--- src/rtl/apb_crc_engine.sv ---
// APB3 CRC accelerator: data words queue in a small FIFO and are folded into the CRC one byte per
// clock. Define CRC_REFLECT_EN for reflected (LSB-first) processing and a bit-reversed readout.
`timescale 1ns/1ps
module apb_crc_engine #(
    parameter int unsigned       CRC_W      = 8,
    parameter logic [CRC_W-1:0]  POLY       = CRC_W'(8'h07),
    parameter logic [CRC_W-1:0]  INIT       = '0,
    parameter logic [CRC_W-1:0]  XOR_OUT    = '0,
    parameter int unsigned       FIFO_DEPTH = 4
) (
    input  logic        p_clk_i,
    input  logic        p_rst_i,
    input  logic [31:0] p_dat_i,
    output logic [31:0] p_dat_o,
    input  logic        p_sel_i,
    input  logic        p_enable_i,
    input  logic        p_we_i,
    input  logic [31:0] p_adr_i,
    output logic        p_ready,
    output logic        p_slverr
);
    localparam int unsigned PTR_W = $clog2(FIFO_DEPTH);
    localparam int unsigned CNT_W = PTR_W + 1;

    localparam logic [3:0] AdrData   = 4'h0;
    localparam logic [3:0] AdrCrc    = 4'h4;
    localparam logic [3:0] AdrStatus = 4'h8;
    localparam logic [3:0] AdrCtrl   = 4'hC;

    typedef enum logic [0:0] {StIdle, StRun} state_e;

    state_e             state_q, state_d;
    logic [1:0]         idx_q, idx_d;
    logic [31:0]        cur_data_q, cur_data_d;
    logic [1:0]         cur_last_q, cur_last_d;
    logic [CRC_W-1:0]   crc_q, crc_d;
    logic [1:0]         bytes_q, bytes_d;

    logic [31:0]        fifo_data_q [FIFO_DEPTH];
    logic [31:0]        fifo_data_d [FIFO_DEPTH];
    logic [1:0]         fifo_len_q  [FIFO_DEPTH];
    logic [1:0]         fifo_len_d  [FIFO_DEPTH];
    logic [PTR_W-1:0]   wr_ptr_q, wr_ptr_d;
    logic [PTR_W-1:0]   rd_ptr_q, rd_ptr_d;
    logic [CNT_W-1:0]   cnt_q, cnt_d;

    logic [3:0]         adr;
    logic               access;
    logic               data_wr, crc_rd, stat_rd, ctrl_rd, ctrl_wr, bad_acc;
    logic               fifo_full, fifo_empty, busy, drained;
    logic               push, pop, clr;
    logic [7:0]         cur_byte, fold_in;
    logic [CRC_W-1:0]   crc_out;
    logic [31:0]        cnt_ext;
    logic               unused_adr_bits;

    assign unused_adr_bits = ^p_adr_i[31:4];

    function automatic logic [CRC_W-1:0] fold_byte(input logic [CRC_W-1:0] crc,
                                                   input logic [7:0]       data);
        logic [CRC_W-1:0] c;
        c = crc ^ (CRC_W'(data) << (CRC_W - 8));
        for (int i = 0; i < 8; i++) begin
            c = c[CRC_W-1] ? ((c << 1) ^ POLY) : (c << 1);
        end
        return c;
    endfunction

    // Reset gates the access so p_ready/p_slverr stay low while held in reset.
    assign adr     = p_adr_i[3:0];
    assign access  = p_sel_i & p_enable_i & p_rst_i;
    assign data_wr = access &  p_we_i & (adr == AdrData);
    assign crc_rd  = access & ~p_we_i & (adr == AdrCrc);
    assign stat_rd = access & ~p_we_i & (adr == AdrStatus);
    assign ctrl_rd = access & ~p_we_i & (adr == AdrCtrl);
    assign ctrl_wr = access &  p_we_i & (adr == AdrCtrl);
    assign bad_acc = access & ~(data_wr | crc_rd | stat_rd | ctrl_rd | ctrl_wr);

    assign fifo_full  = (cnt_q == CNT_W'(FIFO_DEPTH));
    assign fifo_empty = (cnt_q == '0);
    assign busy       = (state_q == StRun);
    assign drained    = ~busy & fifo_empty;
    assign push       = data_wr & ~fifo_full;
    assign clr        = ctrl_wr & p_dat_i[8];
    assign cur_byte   = cur_data_q[{idx_q, 3'b000} +: 8];
    assign cnt_ext    = 32'(cnt_q);

`ifdef CRC_REFLECT_EN
    logic [CRC_W-1:0] crc_rev;

    always_comb begin
        fold_in = '0;
        crc_rev = '0;
        for (int i = 0; i < 8; i++) begin
            fold_in[i] = cur_byte[7-i];
        end
        for (int i = 0; i < CRC_W; i++) begin
            crc_rev[i] = crc_q[CRC_W-1-i];
        end
    end

    assign crc_out = crc_rev ^ XOR_OUT;
`else
    assign fold_in = cur_byte;
    assign crc_out = crc_q ^ XOR_OUT;
`endif

    // Engine: a pop on the last byte of a word keeps RUN going without a bubble cycle.
    always_comb begin
        state_d    = state_q;
        idx_d      = idx_q;
        cur_data_d = cur_data_q;
        cur_last_d = cur_last_q;
        crc_d      = crc_q;
        pop        = 1'b0;
        case (state_q)
            StIdle: begin
                if (!fifo_empty) begin
                    pop     = 1'b1;
                    idx_d   = 2'd0;
                    state_d = StRun;
                end
            end
            StRun: begin
                crc_d = fold_byte(crc_q, fold_in);
                if (idx_q == cur_last_q) begin
                    idx_d = 2'd0;
                    if (!fifo_empty) begin
                        pop = 1'b1;
                    end else begin
                        state_d = StIdle;
                    end
                end else begin
                    idx_d = idx_q + 2'd1;
                end
            end
            default: state_d = StIdle;
        endcase
        if (pop) begin
            cur_data_d = fifo_data_q[rd_ptr_q];
            cur_last_d = fifo_len_q[rd_ptr_q];
        end
        if (clr) begin
            pop     = 1'b0;
            state_d = StIdle;
            idx_d   = 2'd0;
            crc_d   = INIT;
        end
    end

    always_comb begin
        fifo_data_d = fifo_data_q;
        fifo_len_d  = fifo_len_q;
        wr_ptr_d    = wr_ptr_q;
        rd_ptr_d    = rd_ptr_q;
        cnt_d       = cnt_q;
        bytes_d     = bytes_q;
        if (push) begin
            fifo_data_d[wr_ptr_q] = p_dat_i;
            fifo_len_d[wr_ptr_q]  = bytes_q;
            wr_ptr_d              = wr_ptr_q + PTR_W'(1);
        end
        if (pop) begin
            rd_ptr_d = rd_ptr_q + PTR_W'(1);
        end
        case ({push, pop})
            2'b10:   cnt_d = cnt_q + CNT_W'(1);
            2'b01:   cnt_d = cnt_q - CNT_W'(1);
            default: cnt_d = cnt_q;
        endcase
        if (ctrl_wr && !p_dat_i[8]) begin
            bytes_d = p_dat_i[1:0];
        end
        if (clr) begin
            wr_ptr_d = '0;
            rd_ptr_d = '0;
            cnt_d    = '0;
        end
    end

    always_comb begin
        p_ready  = 1'b0;
        p_slverr = 1'b0;
        p_dat_o  = '0;
        if (access) begin
            p_ready = 1'b1;
            if (bad_acc) begin
                p_slverr = 1'b1;
            end else if (data_wr) begin
                p_ready = ~fifo_full;
            end else if (crc_rd) begin
                p_ready = drained;
                if (drained) begin
                    p_dat_o = 32'(crc_out);
                end
            end else if (stat_rd) begin
                p_dat_o = {24'b0, cnt_ext[3:0], 1'b0, fifo_empty, fifo_full, busy};
            end else if (ctrl_rd) begin
                p_dat_o = {30'b0, bytes_q};
            end
        end
    end

    always_ff @(posedge p_clk_i or negedge p_rst_i) begin
        if (!p_rst_i) begin
            state_q     <= StIdle;
            idx_q       <= 2'd0;
            cur_data_q  <= '0;
            cur_last_q  <= 2'd0;
            crc_q       <= INIT;
            bytes_q     <= 2'd0;
            fifo_data_q <= '{default: '0};
            fifo_len_q  <= '{default: '0};
            wr_ptr_q    <= '0;
            rd_ptr_q    <= '0;
            cnt_q       <= '0;
        end else begin
            state_q     <= state_d;
            idx_q       <= idx_d;
            cur_data_q  <= cur_data_d;
            cur_last_q  <= cur_last_d;
            crc_q       <= crc_d;
            bytes_q     <= bytes_d;
            fifo_data_q <= fifo_data_d;
            fifo_len_q  <= fifo_len_d;
            wr_ptr_q    <= wr_ptr_d;
            rd_ptr_q    <= rd_ptr_d;
            cnt_q       <= cnt_d;
        end
    end

endmodule

--- config.mk ---
export PLATFORM = sky130hd
export DESIGN_NAME = apb_crc_engine
export DESIGN_NICKNAME = d
export VERILOG_FILES = /design/src/rtl/apb_crc_engine.sv
export SDC_FILE = /design/constraint.sdc
export NUM_CORES = 1
export LEC_CHECK = 0
export BUFFER_PORTS_ARGS = -buffer_cell sky130_fd_sc_hd__buf_4
export CAP_MARGIN = 0
export CORE_ASPECT_RATIO = 0.75
export CORE_MARGIN = 2
export CORE_UTILIZATION = 55
export DETAILED_ROUTE_END_ITERATION = 10
export PLACE_DENSITY = 0.79
export SLEW_MARGIN = 20
export SYNTH_ARGS = -nofsm -noshare
export SYNTH_HDL_FRONTEND = slang
export SYNTH_SLANG_ARGS = --single-unit
--- constraint.sdc ---
create_clock -name p_clk_i -period 4.35 [get_ports p_clk_i]
set_clock_uncertainty 0.2 [all_clocks]
set_input_delay 0.87 -clock p_clk_i [delete_from_list [all_inputs] [get_ports p_clk_i]]
set_output_delay 0.87 -clock p_clk_i [all_outputs]
set_load 0.01 [all_outputs]
; Word-level counts from Yosys, hierarchy flattened
; Cells that the tools add are included.
[totals]
wordCells = 127
ramBits = 0
rom_bits = 0
reg_bits = 190
output_inout_bits = 34
latchBits = 0
input_bits = 69
memories = 0
[classes]
addsub = 5
bitwise_logic = 32
mux = 52
n_shift = 1
n_reduce_logical = 9
n_eq_ne = 8
div_mod_pow = 0
mul = 0
magnitude_cmp = 3
[op_table]
columns = cell, count
row1 = two-way mux 32 bit, 7
row2 = bitwise mux 128 bit, 1
row3 = binary-select mux 32 bit (select 2 bit), 1
row4 = demux 32 bit (select 2 bit), 1
row5 = variable part select 32 x 6 -> 8 bit, 1
row6 = two-way mux 3 bit, 9
row7 = two-way mux 8 bit, 3
row8 = NOT 3 bit, 8
row9 = two-way mux 2 bit, 11
row10 = AND 1 bit, 13
row11 = two-way mux 1 bit, 11
row12 = bitwise mux 8 bit, 1
row13 = == test 4 bit (second input constant), 2
row14 = XOR 8 bit, 1
row15 = two-way mux 7 bit, 1
row16 = adder 2 x 1 -> 2 bit (second input constant), 3
row17 = >= comparator 3 bit (second input constant), 2
row18 = NOT 2 -> 3 bit, 2
row19 = one-hot mux 3 bit (2 select lines), 1
row20 = nonzero test 2 bit, 3
row21 = binary-select mux 2 bit (select 2 bit), 1
row22 = demux 2 bit (select 2 bit), 1
row23 = == test 4 x 3 -> 1 bit (second input constant), 1
row24 = zero test 4 bit, 1
row25 = 16 further kinds, 24

; Longest topological paths before layout
[depth]
depth_word = 20
depth_mapped = 11
mapped_depth_nobuf = 9

; Least setup slack after synthesis
; OpenSTA, ideal clock, no wires.
[synth_path]
kind = input to output
start = input p_rst_i
end = output p_dat_o[2]
n_path_buf = 0
required_time_ps = 3280
path_slack_ps = 1052
path_stages = 4
t_arrival_ps = 2228
cell_sequence = nand3_1 or3_2 nor4b_2 a22o_1
[synth_via]
elab_chain_cells = 11
elab_cells_between_ends = 19
classes_between = mux: 5 / bitwise: 14
[synth_rtl]
columns = element, line
row1 = from (decl), 12  ; input logic p_rst_i,
row2 = AND 1 bit (*), 71  ; assign access = p_sel_i & p_enable_i & p_rst_i;
row3 = AND 1 bit (on tied branches), --
row4 = AND 1 bit (on tied branches), "72, 73"
row5 = OR 1 bit (4 in a row), 77  ; assign bad_acc = access & ~(data_wr | crc_rd | stat_rd | ctrl_rd | ctrl_wr);
row6 = NOT 1 bit, 77
row7 = AND 1 bit, 77
row8 = two-way mux 32 bit, 187  ; if (bad_acc) begin
row9 = two-way mux 32 bit (*), 185  ; if (access) begin
row10 = to (decl), 14  ; output logic [31:0] p_dat_o,
; Every way passes the cells marked *; elsewhere a longest branch is shown, timed or not.

; Worst setup path after layout
; Same ends and word-level chain as after synthesis.

==> qor.txt <==
Number of distinct library cells after synthesis -> 46
Routability cong. -> 0.8084
CTS root buf -> sky130_fd_sc_hd__clkbuf_16
Share of synthesized flip-flops with an asynchronous set or reset -> 1.000
Global-route wire length before repair -> 28150 um
Maximum number of pins on one net before global-route repair -> 191
Cell leakage power -> 0.004987 uW
CTS Buf Count -> 17
Nature of the critical path startpoint -> primary input
VDD IR max -> 0.3095 mV
Level count of the clock H-tree -> 4
Io pins -> 103
Ys flop type -> sky130_fd_sc_hd__dfrtp_1
CP max-delay cell -> sky130_fd_sc_hd__nor4b_2
Type of the worst min-delay path -> primary input to asynchronous set/reset pin
Total power per unit cell area -> 482.2 nW/um^2
Initial DRC Count -> 361
Number of pins exceeding their max-slew limit in the final report -> 0
Antenna violations before repair -> 0
Port Buf Inserts -> 50
Starting utilization of the core area -> 0.5570
Fraction of the yosys area taken by sequential cells -> 0.5363
Worst Tran Pin Value -> 1008 ps
Area of the core -> 15920 um^2
Die width -> 150.6 um
Average wire per standard cell -> 20.38 um
PostCTS Resize Cnt -> 0
Antenna diode count -> 0
Number of buffers added to fix hold violations after cts -> 0
Crit path capture type -> output port
Area fraction in compound gates after synthesis -> 0.02315
Final hold violation count -> 0
DIE AREA -> 17160 um^2
Multiplexer share of the synthesized area -> 0.3279
Required time at the endpoint of the critical path -> 3280 ps
Count of flip-flops with a built-in enable after synthesis -> 0
Post-layout power -> 4817 uW
Xor and xnor fraction of the mapped netlist area -> 0.03176
Max-Slew Margin vs Limit -> 0.3277
TritonCTS Sinks -> 190
Worst setup margin -> 707.7 ps
Cell area after technology mapping -> 8865 um^2
Sum of net half-perimeters after detailed placement -> 11520 um
Combinational family with the most area after synthesis -> multiplexers
Share of cells above drive strength 1 -> 0.3091
Total negative slack -> 0 ps
Residual antenna-violating net count after detailed routing -> 0
Routed via count divided by cell count -> 5.754
Worst setup path class -> primary input to output port
Pre-CTS setup slack -> 696.1 ps
Simple-gate share of the synthesized area -> 0.03289
Seq cells post-synth -> 190
Area growth from synthesis to final layout -> 12.69%
Longest individual stage delay on the worst path -> 580 ps
WHS -> 204.9 ps
Die Y-Extent -> 113.9 um
Number of maximum-capacitance constraint violations -> 0
Run status -> completed
Maximum achievable frequency -> 0.2746 GHz
Global routing usage summed across all routing layers -> 0.2215
Std-Cell Rows -> 40
First-pass DRT Iterations -> 5
Number of nets in the layout -> 709
TritonCTS clock tree -> built
Total routed wirelength -> 17470 um
Post CTS Setup Buffer Count -> 0
Synthesized instance count -> 586
Post-route fraction of the period consumed by the critical path -> 0.8373
Vias in the first global route -> 5257
Final critical-path required period -> 3642 ps
Adder-cell share of the synthesized area -> 0.007904
Clk slew on worst S/H paths -> 70 ps
WP data arrival -> 2570 ps
Final setup viols -> 0
Fillcell total -> 1156
Average size of a mapped cell -> 15.13 um^2
Cell breakdown of the critical path -> buf_6 > nand3_1 > or3_2 > nor4b_2 > a22o_1 > buf_4
Clk_lat worst skew -> 440 ps
Setup repair after global routing missed its margin -> no
Maximum fanout along the worst path -> 8
Via total after detailed routing -> 4931
Count of yosys warnings during synthesis -> 0
Total congestion overflow after global routing -> 0
Max clock buf depth -> 2
Post-route DRC violation count -> 0
-- area by class of cell --
class,count,area [um^2],share of cell area
tap,210,262.8,0.02630
multi-input combinational,360,3850,0.3854
sequential,190,4757,0.4762
clock inverter,13,138.9,0.01390
inverter,4,15.01,0.001503
timing repair buffer,62,526.8,0.05273
clock buffer,18,439.2,0.04396
-- sequential cells by signal, summed over array words and instances (netlist names) --
register     count
cur_last_q       2
cur_data_q      32
cnt_q            3
busy             1
bytes_q          2
idx_q            2
crc_out          8
wr_ptr_q         2
fifo_data_q    128
fifo_len_q       8
rd_ptr_q         2
-- cells in the final DEF (no fill, tap or decap), types with 5 or more instances in the layout --
master	netlist	routed
sky130_fd_sc_hd__xor2_1	6	6
sky130_fd_sc_hd__buf_4	27	57
sky130_fd_sc_hd__conb_1	1	24
sky130_fd_sc_hd__o21ai_0	5	5
sky130_fd_sc_hd__nor2_1	21	21
sky130_fd_sc_hd__mux2_1	117	117
sky130_fd_sc_hd__xnor2_1	18	18
sky130_fd_sc_hd__mux4_2	40	40
sky130_fd_sc_hd__clkbuf_16	0	17
sky130_fd_sc_hd__a21oi_1	5	5
sky130_fd_sc_hd__mux2_2	52	52
sky130_fd_sc_hd__mux2i_1	5	5
sky130_fd_sc_hd__dfrtp_1	190	188
sky130_fd_sc_hd__nand2_1	13	13
-- worst max-delay path: cells and delay by family --
| family | cells | cell delay (ps) |
|---|---|---|
| and+or+nand+nor | 3 | 1250 |
| AOI/OAI and AO/OA | 1 | 250 |
| buffers and inverters | 2 | 210 |
-- power breakdown --
part,switching (uW),total (uW),internal [uW]
registers,301,2220,1920
clock network,667,1530,859
logic,483,1070,587
-- stage by stage --
stage	cell area, um^2	instances	utilization
2_1_floorplan	8951	609	-
3_3_place_gp	9384	825	0.5896
3_5_place_dp	9384	825	0.5896
4_1_cts	9962	856	0.6259
5_1_grt	9990	857	0.6277
6_report	9990	857	0.6277
-- logic make-up after synthesis --
logic type      count (synthesis)
compound gates                 29
xor+xnor                       28
fa+ha+maj                       5
buf+inv                        59
flops                         190
mux                           216
other cells                     1
simple gates                   58
-- synth_stat cells (all sizes together), types with 5 or more instances --
master / instances / share of area
mux2i: 5 / 0.0056
o21ai: 8 / 0.0045
a211oi: 5 / 0.0048
mux4: 42 / 0.11
dfrtp: 190 / 0.54
xor2: 6 / 0.0059
clkbuf: 9 / 0.0042
buf: 46 / 0.034
nand2: 16 / 0.0076
mux2: 169 / 0.21
nor2: 21 / 0.0089
xnor2: 21 / 0.023
a21oi: 5 / 0.0028
-- final timing paths --
kind | from | end | slack [ps] | cells after the start
worst max-delay path | p_rst_i | p_dat_o[2] | 710 | 6
worst min-delay path | p_rst_i | fifo_data_q[67]$_DFFE_PN0P_ | 200 | 2
worst max register to register | idx_q[0]$_DFFE_PN0P_ | crc_out[2]$_DFFE_PN0P_ | 1340 | 6
worst min register to register | fifo_data_q[40]$_DFFE_PN0P_ | fifo_data_q[40]$_DFFE_PN0P_ | 280 | 2
max in group asynchronous | p_rst_i | fifo_data_q[122]$_DFFE_PN0P_ | 2810 | 3
min in group p_clk_i | fifo_data_q[40]$_DFFE_PN0P_ | fifo_data_q[40]$_DFFE_PN0P_ | 280 | 2
-- per-layer routing --
metal  share of wire  vias up  global-route usage
li1                -     2184                   -
met1            0.44     2592              0.3081
met2            0.48      136              0.3555
met3           0.060       19             0.04800
met4           0.013        0             0.06854
met5               0        -                   0
(Power assumes the default switching activity.)
